### src/rtl/vend_ctrl_param.sv
// Parametrised vending controller: coin credit, per-product prices, serial change payout.
// Optional per-product stock counters are built when VEND_STOCK_EN is defined.
module vend_ctrl_param #(
  parameter int                           NUM_CANS   = 3,
  parameter int                           CREDIT_W   = 8,
  parameter logic [NUM_CANS*CREDIT_W-1:0] PRICE_VEC  = {8'd15, 8'd10, 8'd5},
  parameter int                           MAX_CREDIT = 25,
  parameter int                           STOCK_W    = 4,
  parameter int                           STOCK_INIT = 8
) (
  input  logic                clk,
  input  logic                rst,
  input  logic                coin10,
  input  logic                coin50,
  input  logic                coin100,
  input  logic [NUM_CANS-1:0] sel,
  input  logic                cancel,
  input  logic [NUM_CANS-1:0] refill,
  output logic [NUM_CANS-1:0] can,
  output logic                chg10,
  output logic                chg50,
  output logic                chg100,
  output logic                coin_reject,
  output logic                sel_deny,
  output logic [CREDIT_W-1:0] credit,
  output logic                busy,
  output logic [NUM_CANS-1:0] sold_out
);

  typedef enum logic [1:0] {S_IDLE, S_CREDIT, S_VEND, S_CHANGE} state_t;

  state_t state, state_next;
  logic [CREDIT_W-1:0] credit_next;
  logic [NUM_CANS-1:0] can_next;
  logic chg10_next, chg50_next, chg100_next, coin_reject_next, sel_deny_next, busy_next;

  logic [1:0]          coin_cnt;
  logic                coin_any, coin_one, coin_fits;
  logic [CREDIT_W-1:0] coin_val;
  logic [CREDIT_W:0]   coin_sum;
  logic                sel_any;
  logic [NUM_CANS-1:0] sel_low;
  logic [NUM_CANS-1:0] stock_ok;
  logic [CREDIT_W-1:0] price_sel;
  logic                sel_stocked;
  logic                pay10, pay5;
  logic [CREDIT_W-1:0] pay_val;
  logic                vend_go, deny, reject, step;

  // Coin decode; the ceiling check is one bit wider so it can never wrap.
  assign coin_cnt  = {1'b0, coin10} + {1'b0, coin50} + {1'b0, coin100};
  assign coin_any  = coin10 | coin50 | coin100;
  assign coin_one  = (coin_cnt == 2'd1);
  assign coin_val  = coin100 ? CREDIT_W'(10) : coin50 ? CREDIT_W'(5) : CREDIT_W'(1);
  assign coin_sum  = {1'b0, credit} + {1'b0, coin_val};
  assign coin_fits = (coin_sum <= (CREDIT_W+1)'(MAX_CREDIT));

  // Isolate the lowest set select bit so it wins over the others.
  assign sel_any = |sel;
  assign sel_low = sel & (~sel + NUM_CANS'(1));

  always_comb begin
    price_sel   = '0;
    sel_stocked = 1'b0;
    for (int i = 0; i < NUM_CANS; i++) begin
      if (sel_low[i]) begin
        price_sel   = PRICE_VEC[i*CREDIT_W +: CREDIT_W];
        sel_stocked = stock_ok[i];
      end
    end
  end

  // Greedy change coin for the current remaining credit.
  assign pay10   = (credit >= CREDIT_W'(10));
  assign pay5    = !pay10 && (credit >= CREDIT_W'(5));
  assign pay_val = pay10 ? CREDIT_W'(10) : pay5 ? CREDIT_W'(5) : CREDIT_W'(1);

  always_ff @(posedge clk or posedge rst) begin
    if (rst) begin
      state       <= S_IDLE;
      credit      <= '0;
      can         <= '0;
      chg10       <= 1'b0;
      chg50       <= 1'b0;
      chg100      <= 1'b0;
      coin_reject <= 1'b0;
      sel_deny    <= 1'b0;
      busy        <= 1'b0;
    end else begin
      state       <= state_next;
      credit      <= credit_next;
      can         <= can_next;
      chg10       <= chg10_next;
      chg50       <= chg50_next;
      chg100      <= chg100_next;
      coin_reject <= coin_reject_next;
      sel_deny    <= sel_deny_next;
      busy        <= busy_next;
    end
  end

  // Priority in IDLE/CREDIT: cancel, then select, then coins.
  always_comb begin
    state_next  = state;
    credit_next = credit;
    vend_go     = 1'b0;
    deny        = 1'b0;
    reject      = 1'b0;
    step        = 1'b0;
    case (state)
      S_IDLE, S_CREDIT: begin
        if (cancel && state == S_CREDIT) begin
          reject      = coin_any;
          step        = 1'b1;
          credit_next = credit - pay_val;
          state_next  = S_CHANGE;
        end else if (sel_any) begin
          reject = coin_any;
          if (state == S_CREDIT && credit >= price_sel && sel_stocked) begin
            vend_go     = 1'b1;
            credit_next = credit - price_sel;
            state_next  = S_VEND;
          end else begin
            deny = 1'b1;
          end
        end else if (coin_any) begin
          if (coin_one && coin_fits) begin
            credit_next = coin_sum[CREDIT_W-1:0];
            state_next  = S_CREDIT;
          end else begin
            reject = 1'b1;
          end
        end
      end
      S_VEND, S_CHANGE: begin
        reject = coin_any;
        if (credit != '0) begin
          step        = 1'b1;
          credit_next = credit - pay_val;
          state_next  = S_CHANGE;
        end else begin
          state_next  = S_IDLE;
        end
      end
      default: begin
        state_next  = S_IDLE;
        credit_next = '0;
      end
    endcase
  end

  always_comb begin
    can_next         = vend_go ? sel_low : '0;
    chg100_next      = step && pay10;
    chg50_next       = step && pay5;
    chg10_next       = step && !pay10 && !pay5;
    coin_reject_next = reject;
    sel_deny_next    = deny;
    busy_next        = (state_next == S_VEND) || (state_next == S_CHANGE);
  end

`ifdef VEND_STOCK_EN
  logic [STOCK_W-1:0] stock      [NUM_CANS];
  logic [STOCK_W-1:0] stock_next [NUM_CANS];

  // A refill overrides a same-cycle vend of that product.
  generate
    for (genvar gi = 0; gi < NUM_CANS; gi++) begin : g_stock
      assign stock_ok[gi]   = (stock[gi] != '0);
      assign stock_next[gi] = refill[gi] ? STOCK_W'(STOCK_INIT) :
                              (vend_go && sel_low[gi]) ? stock[gi] - STOCK_W'(1) : stock[gi];
    end
  endgenerate

  always_ff @(posedge clk or posedge rst) begin
    if (rst) begin
      for (int i = 0; i < NUM_CANS; i++) stock[i] <= STOCK_W'(STOCK_INIT);
      sold_out <= '0;
    end else begin
      for (int i = 0; i < NUM_CANS; i++) begin
        stock[i]    <= stock_next[i];
        sold_out[i] <= (stock_next[i] == '0);
      end
    end
  end
`else
  logic               unused_refill;
  logic [STOCK_W-1:0] unused_stock_init;
  assign unused_refill     = ^refill;
  assign unused_stock_init = STOCK_W'(STOCK_INIT);
  assign stock_ok          = '1;
  assign sold_out          = '0;
`endif

endmodule
### config.mk
export PLATFORM = sky130hd
export DESIGN_NAME = vend_ctrl_param
export DESIGN_NICKNAME = d
export VERILOG_FILES = /design/src/rtl/vend_ctrl_param.sv
export SDC_FILE = /design/constraint.sdc
export NUM_CORES = 1
export LEC_CHECK = 0
export CAP_MARGIN = 15
export CORE_ASPECT_RATIO = 0.75
export CORE_UTILIZATION = 51
export DETAILED_ROUTE_END_ITERATION = 10
export GPL_ROUTABILITY_DRIVEN = 0
export PLACE_DENSITY_LB_ADDON = 0.25
export SLEW_MARGIN = 5
export SYNTH_ARGS = -nofsm -noshare
export SYNTH_HDL_FRONTEND = slang
export SYNTH_SLANG_ARGS = --single-unit
### constraint.sdc
create_clock -name clk -period 3.5 [get_ports clk]
set_input_delay 0.7 -clock clk [delete_from_list [all_inputs] [get_ports clk]]
set_output_delay 0.7 -clock clk [all_outputs]
set_load 0.02 [all_outputs]
After elaboration in Yosys (flattened, before gate mapping)
Index checks and enable logic that the tools add are counted.
{ "op_classes": {"bitwise": 4, "mux": 41, "eq_ne": 10, "n_lt_le_gt_ge": 4, "reduce_logical": 18, "add_sub_neg": 6} }
{ "op_table": {"columns": ["operator", "count"], "rows": [
  ["$mux W8", 8],
  ["$mux W1", 17],
  ["$pmux W8 S2", 1],
  ["$mux W2", 6],
  ["$mux W3", 4],
  ["$ne A4 B4 Y1 const B", 3],
  ["$add A8 B4 Y9", 1],
  ["$le A9 B5 Y1 const B", 1],
  ["$logic_and A1 B1 Y1", 9],
  ["$eq A2 B2 Y1 const B", 4],
  ["$ge A8 B3 Y1 const B", 1],
  ["$ge A8 B4 Y1 const B", 1],
  ["$ge A8 B8 Y1", 1],
  ["$mux W4", 2],
  ["$reduce_bool A8 Y1", 1],
  ["$sub A8 B4 Y8", 1],
  ["$sub A8 B8 Y8", 1],
  ["$eq A2 B1 Y1 const B", 2],
  ["$pmux W1 S2", 2],
  ["$pmux W2 S2", 1],
  ["$reduce_and A4 Y1", 1],
  ["$reduce_or A2 Y1", 2],
  ["$add A3 B1 Y3 const B", 1],
  ["$and A3 B3 Y3", 1],
  ["other kinds (9)", 11]
]} }
{ "totals": {"input_bits": 12, "register_bits": 19, "out_inout_bits": 20, "wordCells": 92} }

Depth between registers and ports, before layout
Gate-level depths: netlist of the first run.
{ "depth": {"ltp_word": 15, "mapped_depth": 14, "mapped_depth_nobuf": 13} }

Worst setup path before layout of the first run
No wires, ideal clock.
{ "synth_path": {"path_type": "input-to-reg", "start": "input port coin100", "end": "register credit[2]", "path_stages": 12, "path_slack_ns": 0.474, "n_path_buf": 1, "t_arrival_ns": 2.901, "cell_sequence": "inv_1 -> ha_1 -> inv_1 -> fa_1 -> nor4b_2 -> nand2_1 -> or3_1 -> a21oi_2 -> a31oi_1 -> nand2b_4 -> buf_6 -> mux2_4"} }
{ "synth_between": {"elab_chain_cells": 7} }
{ "synth_rtl": {"columns": ["item", "line_no", "rtl"], "rows": [
  ["start, declared", "15", "input logic coin100,"],
  ["parallel branches: the longest is 7 deep, another holds $add A8 B4 Y9", null, null],
  ["end signal, assigned", "91", "credit <= credit_next;"],
  ["end, declared", "25", "output logic [CREDIT_W-1:0] credit,"]
]} }
Parallel ways; which one is timed is not known. The select of a mux whose other input is x is not followed.
A chain may end at the register's enable or synchronous reset.

Worst setup path after layout of the first run
Same ends and word-level chain as after synthesis.

==> impl_metrics.csv, run 1 <==
group,metric,value,unit
route,viasPerCell,5.84,
place,dp.cells,243,
sta,hold_viol_final,0,
pwr,internal_power,807,µW
pwr,comb_power_share,0.635,
yosys,avgSynthCellArea,8.57,µm²
yosys,synthFlopType,"dfrtp_1",
place,dp_slack,-0.0840,ns
route,detail_route.wl_per_cell,15.8,µm
critical_path,r2r_end,"credit[7]",
pwr,leakage,0.815,nW
floorplan,start_util,0.565,
floorplan,io_pins,32,
sta,rsz0062_at_grt,"no",
yosys,ys_seq_elements,19,
global_route,grtUsageTotal,0.278,
floorplan,core,2760,µm²
sta,fin_crit_sh,0.946,
critical_path,crit_path_end_kind,"flip-flop",
sta,worstMarginPinSlew,0.877,ns
cells_and_area,finalNetCount,240,
clock_network,clockBufferDepth,2,
yosys,synth_commonest_cells,"dfrtp_1, nand2_1, inv_1, nor2_1, a21oi_1",
yosys,synthTopCellsByArea,"dfrtp_1, ha_1, fa_1",
pwr,sw_frac_of_total,0.470,
yosys,ys_seq_area_frac,0.305,
route,totalWireLength,3900,µm
critical_path,rrSetupSlack,0.31,ns
critical_path,startpoint,"coin100",
cells_and_area,instances_no_fill,247,
global_route,overflow,0,
pwr,p_total,1.52,mW
sta,setup_ws,0.188,ns
cells_and_area,diodes,0,
clock_network,clock_sink_count,19,
yosys,yosysWarnings,0,
clock_network,htreeDepth,1,
critical_path,crit_type,"in -> reg",
min_path,hp-class,"reg -> reg",
pwr,p_clk_frac,0.102,
place,dp_hpwl,3020,µm
global_route,grt_pass1_vias,1441,
route,dr.pass1.iters,4,
critical_path,setup.worst_path.end,"credit[2]",
critical_path,critPathLaunchType,"primary input",
yosys,synth.distinct_cells,44,
yosys,synthArstFlopShare,1.00,
cells_and_area,final_core_util,0.690,
clock_network,cts_hold_buf,0,
clock_network,numCtsBuffers,3,
clock_network,cts_tree,"yes",
critical_path,critPathMaxFanout,4,
global_route,grt_antenna_before_repair,0,
cells_and_area,areaGrowthSynthToFinish,22.1,%
global_route,grt_max_degree,20,
sta,setup_viol,0,
clock_network,clk_pin_slew,0.07,ns
yosys,netlist.area_leader.share,0.305,
place,numPortBuffers,25,
clock_network,clk_latency,0.26,ns
run,max-cap-violations,0,
critical_path,crit_required,3.65,ns
floorplan,die-area,3290,µm²
pwr,p_switching,715,µW
yosys,synth_edf_count,0,
sta,period_needed,3.31,ns
floorplan,std_cell_rows,16,
route,drtIter0Drc,95,
floorplan,die-height,49.9,µm
pwr,p_seq_frac,0.263,
pwr,power_density,799,nW/µm²
critical_path,worst_ep_arrival_time,3.46,ns
route,ant_nets,0,
pwr,peakVddDrop,435,µV
critical_path,rr_startpoint,"credit[4]",
yosys,synthesis.area,1560,µm²
sta,maxSlewHeadroom,0.416,
clock_network,postCtsSetupBuffers,0,
floorplan,die_w,65.9,µm
run_status,status,"finished clean",
clock_network,clockRootBuffer,"clkbuf_8",
sta,fin_tns_setup,0,ns
yosys,synth_area_leader_cell,"dfrtp_1",
route,post-route-drc-count,0,
cells_and_area,drive_gt1_frac,0.0758,
yosys,syn-instance-count,182,
route,vias,1442,
sta,max_freq,302,MHz
sta,fin_skew,0.00153,ns
sta,slew_violations,0,
critical_path,r2r_cells,11,
global_route,grt_pass1_wl,6810,µm
## worst min path at each step
| stage | start | to | slack (ns) | depth (start not counted) |
|---|---|---|---|---|
| after floorplan | state[0] | state[0] | 0.59 | 2 |
| after global placement | credit[7] | credit[7] | 0.55 | 1 |
| after detailed placement | credit[7] | credit[7] | 0.58 | 1 |
| after CTS | credit[7] | credit[7] | 0.59 | 1 |
| after global routing | credit[7] | credit[7] | 0.63 | 1 |
| final | credit[7] | credit[7] | 0.60 | 1 |
## power by group through the flow
| stage | clock network (mW) | registers, mW | logic [mW] |
|---|---|---|---|
| 4_1_cts | 0.159 | 0.396 | 0.954 |
| 3_5_place_dp | 0 | 0.399 | 0.944 |
| 2_1_floorplan | 0 | 0.410 | 0.627 |
| 6_report | 0.155 | 0.400 | 0.967 |
| 3_3_place_gp | 0 | 0.390 | 0.908 |
| 5_1_grt | 0.167 | 0.413 | 1.08 |
## per-layer routing
layer	global-route usage	vias to the layer above	wire length, µm
li1	-	691	-
met1	0.377	674	1740
met2	0.440	65	1770
met3	0.0625	12	327
met4	0.0797	0	63
met5	0	-	0
## cell usage in the layout (no fill, tap or decap), types with 2 or more instances in the layout
cell type        count
clkbuf_8             3
xor2_1               6
a211o_1              2
dfrtp_1             19
nor3_1               9
nor2b_1              3
inv_1               15
mux2i_1              3
nand3_1              4
o211ai_1             2
nand2b_1             3
nor2_1              15
and2_1               3
clkdlybuf4s50_1     25
or3_1                2
fa_1                 4
o21bai_1             2
o21ai_0             11
nand4_1              3
nand2_1             19
a21oi_1             13
buf_4                6
conb_1               3
xnor2_1              4
ha_1                12
## critical path, stage by stage
cell	delay, ns
clkdlybuf4s50_1	0.42
inv_1	0.11
ha_1	0.18
inv_1	0.05
fa_1	0.42
nand2b_1	0.17
a21oi_1	0.27
a311o_2	0.24
a21oi_2	0.06
a31oi_1	0.31
nand2b_4	0.24
mux2_4	0.30
## cell type report
type,instances,area (µm²)
clock buffers,4,45.0
fillers,221,857
inverters,15,56.3
multi-input cells,142,988
flip-flops and latches,19,475
well taps,36,45.0
repair buffers,31,295
## repair_timing
item,in CTS,in global routing
gates resized for setup,0,1
endpoints found under the hold margin,0,0
setup endpoints to repair,0,1
## flip-flops by register name, indices dropped and copies added, names as in the netlist
signal,count
chg100,1
state,2
credit,8
can,3
sel_deny,1
coin_reject,1
chg50,1
chg10,1
busy,1
## through the flow
step                area, µm²  hold slack (ns)
floorplan                1570            0.592
global placement         1850            0.545
detailed placement       1850            0.578
CTS                      1900            0.593
global route             1910            0.635
finish                   1910            0.604
## logic make-up after synthesis
kind of cell	after synthesis	synth area share
buffers and inverters	23	0.0706
multiplexers	4	0.0289
AO/OA/AOI/OAI	42	0.172
flip-flops	19	0.305
other	1	0.00240
XOR/XNOR	10	0.0561
AND/OR/NAND/NOR	67	0.218
adder cells (fa/ha/maj)	16	0.148
No activity file was read; power rests on OpenSTA's default activity.
==> inputs of run 2 (changes only) <==
- PLACE_DENSITY: unset -> 0.8
- PLACE_DENSITY_LB_ADDON: 0.25 -> unset
==> run 2 against run 1 <==
Against the previous run:
- die area stayed put
- setup slack better by 0.027 ns
- maximum frequency is 0.81% higher
- largest cell class unchanged
- clock power hardly changed
- critical endpoint is now credit[4]
- clock skew is 0.0059 ns higher
- sequential share of layout area is 0.099 points higher
- routed wire length is 1.7% higher
- non-clock buffer count is 2 lower
- register-to-register slack better by 0.03 ns
- utilization is 0.27 points lower
==> impl_metrics.csv, run 2 (synthesis gave the netlist of run 1 again) <==
group,metric,value,unit
sta,max_freq,304,MHz
global_route,grt_max_degree,20,
floorplan,die_w,65.9,µm
route,post-route-drc-count,0,
clock_network,htreeDepth,1,
sta,worstMarginPinSlew,0.818,ns
route,viasPerCell,5.88,
route,detail_route.wl_per_cell,16.2,µm
critical_path,rrSetupSlack,0.34,ns
cells_and_area,final_common_cell,"clkdlybuf4s50_1",
sta,rsz0062_at_grt,"no",
critical_path,crit_path_end_kind,"flip-flop",
route,drtIter0Drc,81,
clock_network,clock_sink_count,19,
cells_and_area,reg_top3,"credit: 8 flops, can: 3 flops, state: 2 flops",
min_path,holdPathStages,1,
pwr,comb_power_share,0.635,
global_route,grtUsageTotal,0.275,
route,vias,1441,
pwr,p_clk_frac,0.104,
run_status,status,"finished clean",
critical_path,r2r_cells,11,
cells_and_area,finalNetCount,238,
route,totalWireLength,3970,µm
floorplan,start_util,0.565,
global_route,grt_antenna_before_repair,0,
clock_network,clockBufferDepth,2,
sta,fin_skew,0.00742,ns
clock_network,numCtsBuffers,3,
critical_path,crit_type,"in -> reg",
pwr,power_density,800,nW/µm²
critical_path,critPathLaunchType,"primary input",
critical_path,r2r_end,"credit[7]",
place,dp.cells,241,
sta,maxSlewHeadroom,0.455,
floorplan,core,2760,µm²
clock_network,clockRootBuffer,"clkbuf_8",
cells_and_area,seqCellArea,475,µm²
cells_and_area,final_core_util,0.687,
min_path,min_to,"credit[7]",
place,dp_hpwl,3060,µm
pwr,sw_frac_of_total,0.478,
route,dr.pass1.iters,4,
cells_and_area,multi_input_area,995,µm²
pwr,internal_power,793,µW
clock_network,postCtsSetupBuffers,0,
global_route,grt_pass1_vias,1443,
clock_network,cts_tree,"yes",
cells_and_area,largest_reg_flops,8,
cells_and_area,mostFrequentLayoutCells,"clkdlybuf4s50_1, nand2_1, dfrtp_1, nor2_1, inv_1",
run,max-cap-violations,0,
floorplan,std_cell_rows,16,
pwr,p_seq_frac,0.261,
pwr,p_total,1.52,mW
pwr,peakVddDrop,409,µV
critical_path,rr_startpoint,"credit[4]",
clock_network,clk_pin_slew,0.08,ns
place,numPortBuffers,25,
cells_and_area,largest_register,"credit",
sta,setup_viol,0,
min_path,hp-start,"credit[7]",
floorplan,io_pins,32,
cells_and_area,fillCellCount,231,
pwr,leakage,0.808,nW
critical_path,worst_ep_arrival_time,3.47,ns
clock_network,cts_hold_buf,0,
critical_path,critPathMaxFanout,3,
sta,hold_viol_final,0,
cells_and_area,diodes,0,
floorplan,die-height,49.9,µm
clock_network,clk_latency,0.27,ns
sta,period_needed,3.29,ns
min_path,hp-class,"reg -> reg",
sta,fin_crit_sh,0.939,
cells_and_area,areaGrowthSynthToFinish,21.7,%
critical_path,crit_required,3.68,ns
route,ant_nets,0,
sta,slew_violations,0,
cells_and_area,instances_no_fill,245,
global_route,grt_pass1_wl,6870,µm
floorplan,die-area,3290,µm²
global_route,overflow,0,
cells_and_area,drive_gt1_frac,0.0766,
pwr,p_switching,726,µW
[run 2: power groups by stage]
stage / clock network, mW / registers, mW / logic (mW)
2_1_floorplan: 0 / 0.410 / 0.627
4_1_cts: 0.159 / 0.394 / 0.941
5_1_grt: 0.171 / 0.410 / 1.05
3_3_place_gp: 0 / 0.390 / 0.891
6_report: 0.158 / 0.397 / 0.964
3_5_place_dp: 0 / 0.398 / 0.933
[run 2: worst max-delay path by stage]
stage            start  cells past startpoint   endpoint
2_1_floorplan  coin100                     12  credit[2]
3_3_place_gp   coin100                     12  credit[4]
3_5_place_dp   coin100                     12  credit[4]
4_1_cts        coin100                     12  credit[4]
5_1_grt        coin100                     12  credit[4]
6_report       coin100                     12  credit[4]
[run 2: timing repair]
| action | in CTS | in global routing |
|---|---|---|
| hold endpoints to repair | 0 | 0 |
| setup endpoints to repair | 0 | 2 |
| gates resized for setup | 0 | 2 |
[run 2: area by class of cell]
cell class / instances / area share
Sequential cell: 19 / 0.250
Clock buffer: 3 / 0.0218
Inverter: 15 / 0.0297
Clock inverter: 1 / 0.00264
Timing Repair Buffer: 29 / 0.148
Multi-Input combinational cell: 142 / 0.524
Tap cell: 36 / 0.0237
[run 2: critical path, stage by stage]
cell and delay [ns]:
clkdlybuf4s50_1 0.43, inv_1 0.12, ha_1 0.19, inv_1 0.05
fa_1 0.42, nor4b_2 0.23, nand2_1 0.08, or3_1 0.37
a21oi_2 0.19, a31oi_2 0.15, nor4_2 0.37, xnor2_1 0.18
[run 2: stage by stage]
step	setup TNS, ns	hold WS, ns	cell area (µm²)	setup WS [ns]
6_report	0	0.575	1900	0.214
5_1_grt	0	0.622	1900	0.0363
4_1_cts	0	0.570	1890	0.159
3_5_place_dp	-0.169	0.555	1840	-0.0897
3_3_place_gp	0	0.548	1840	0.00615
2_1_floorplan	0	0.592	1570	0.474
[run 2: metal layers]
layer	track usage	vias to the layer above	wire length, µm
met5	0	-	0
met4	0.0616	0	69
met3	0.0718	10	248
met2	0.417	62	1870
met1	0.389	680	1780
li1	-	689	-
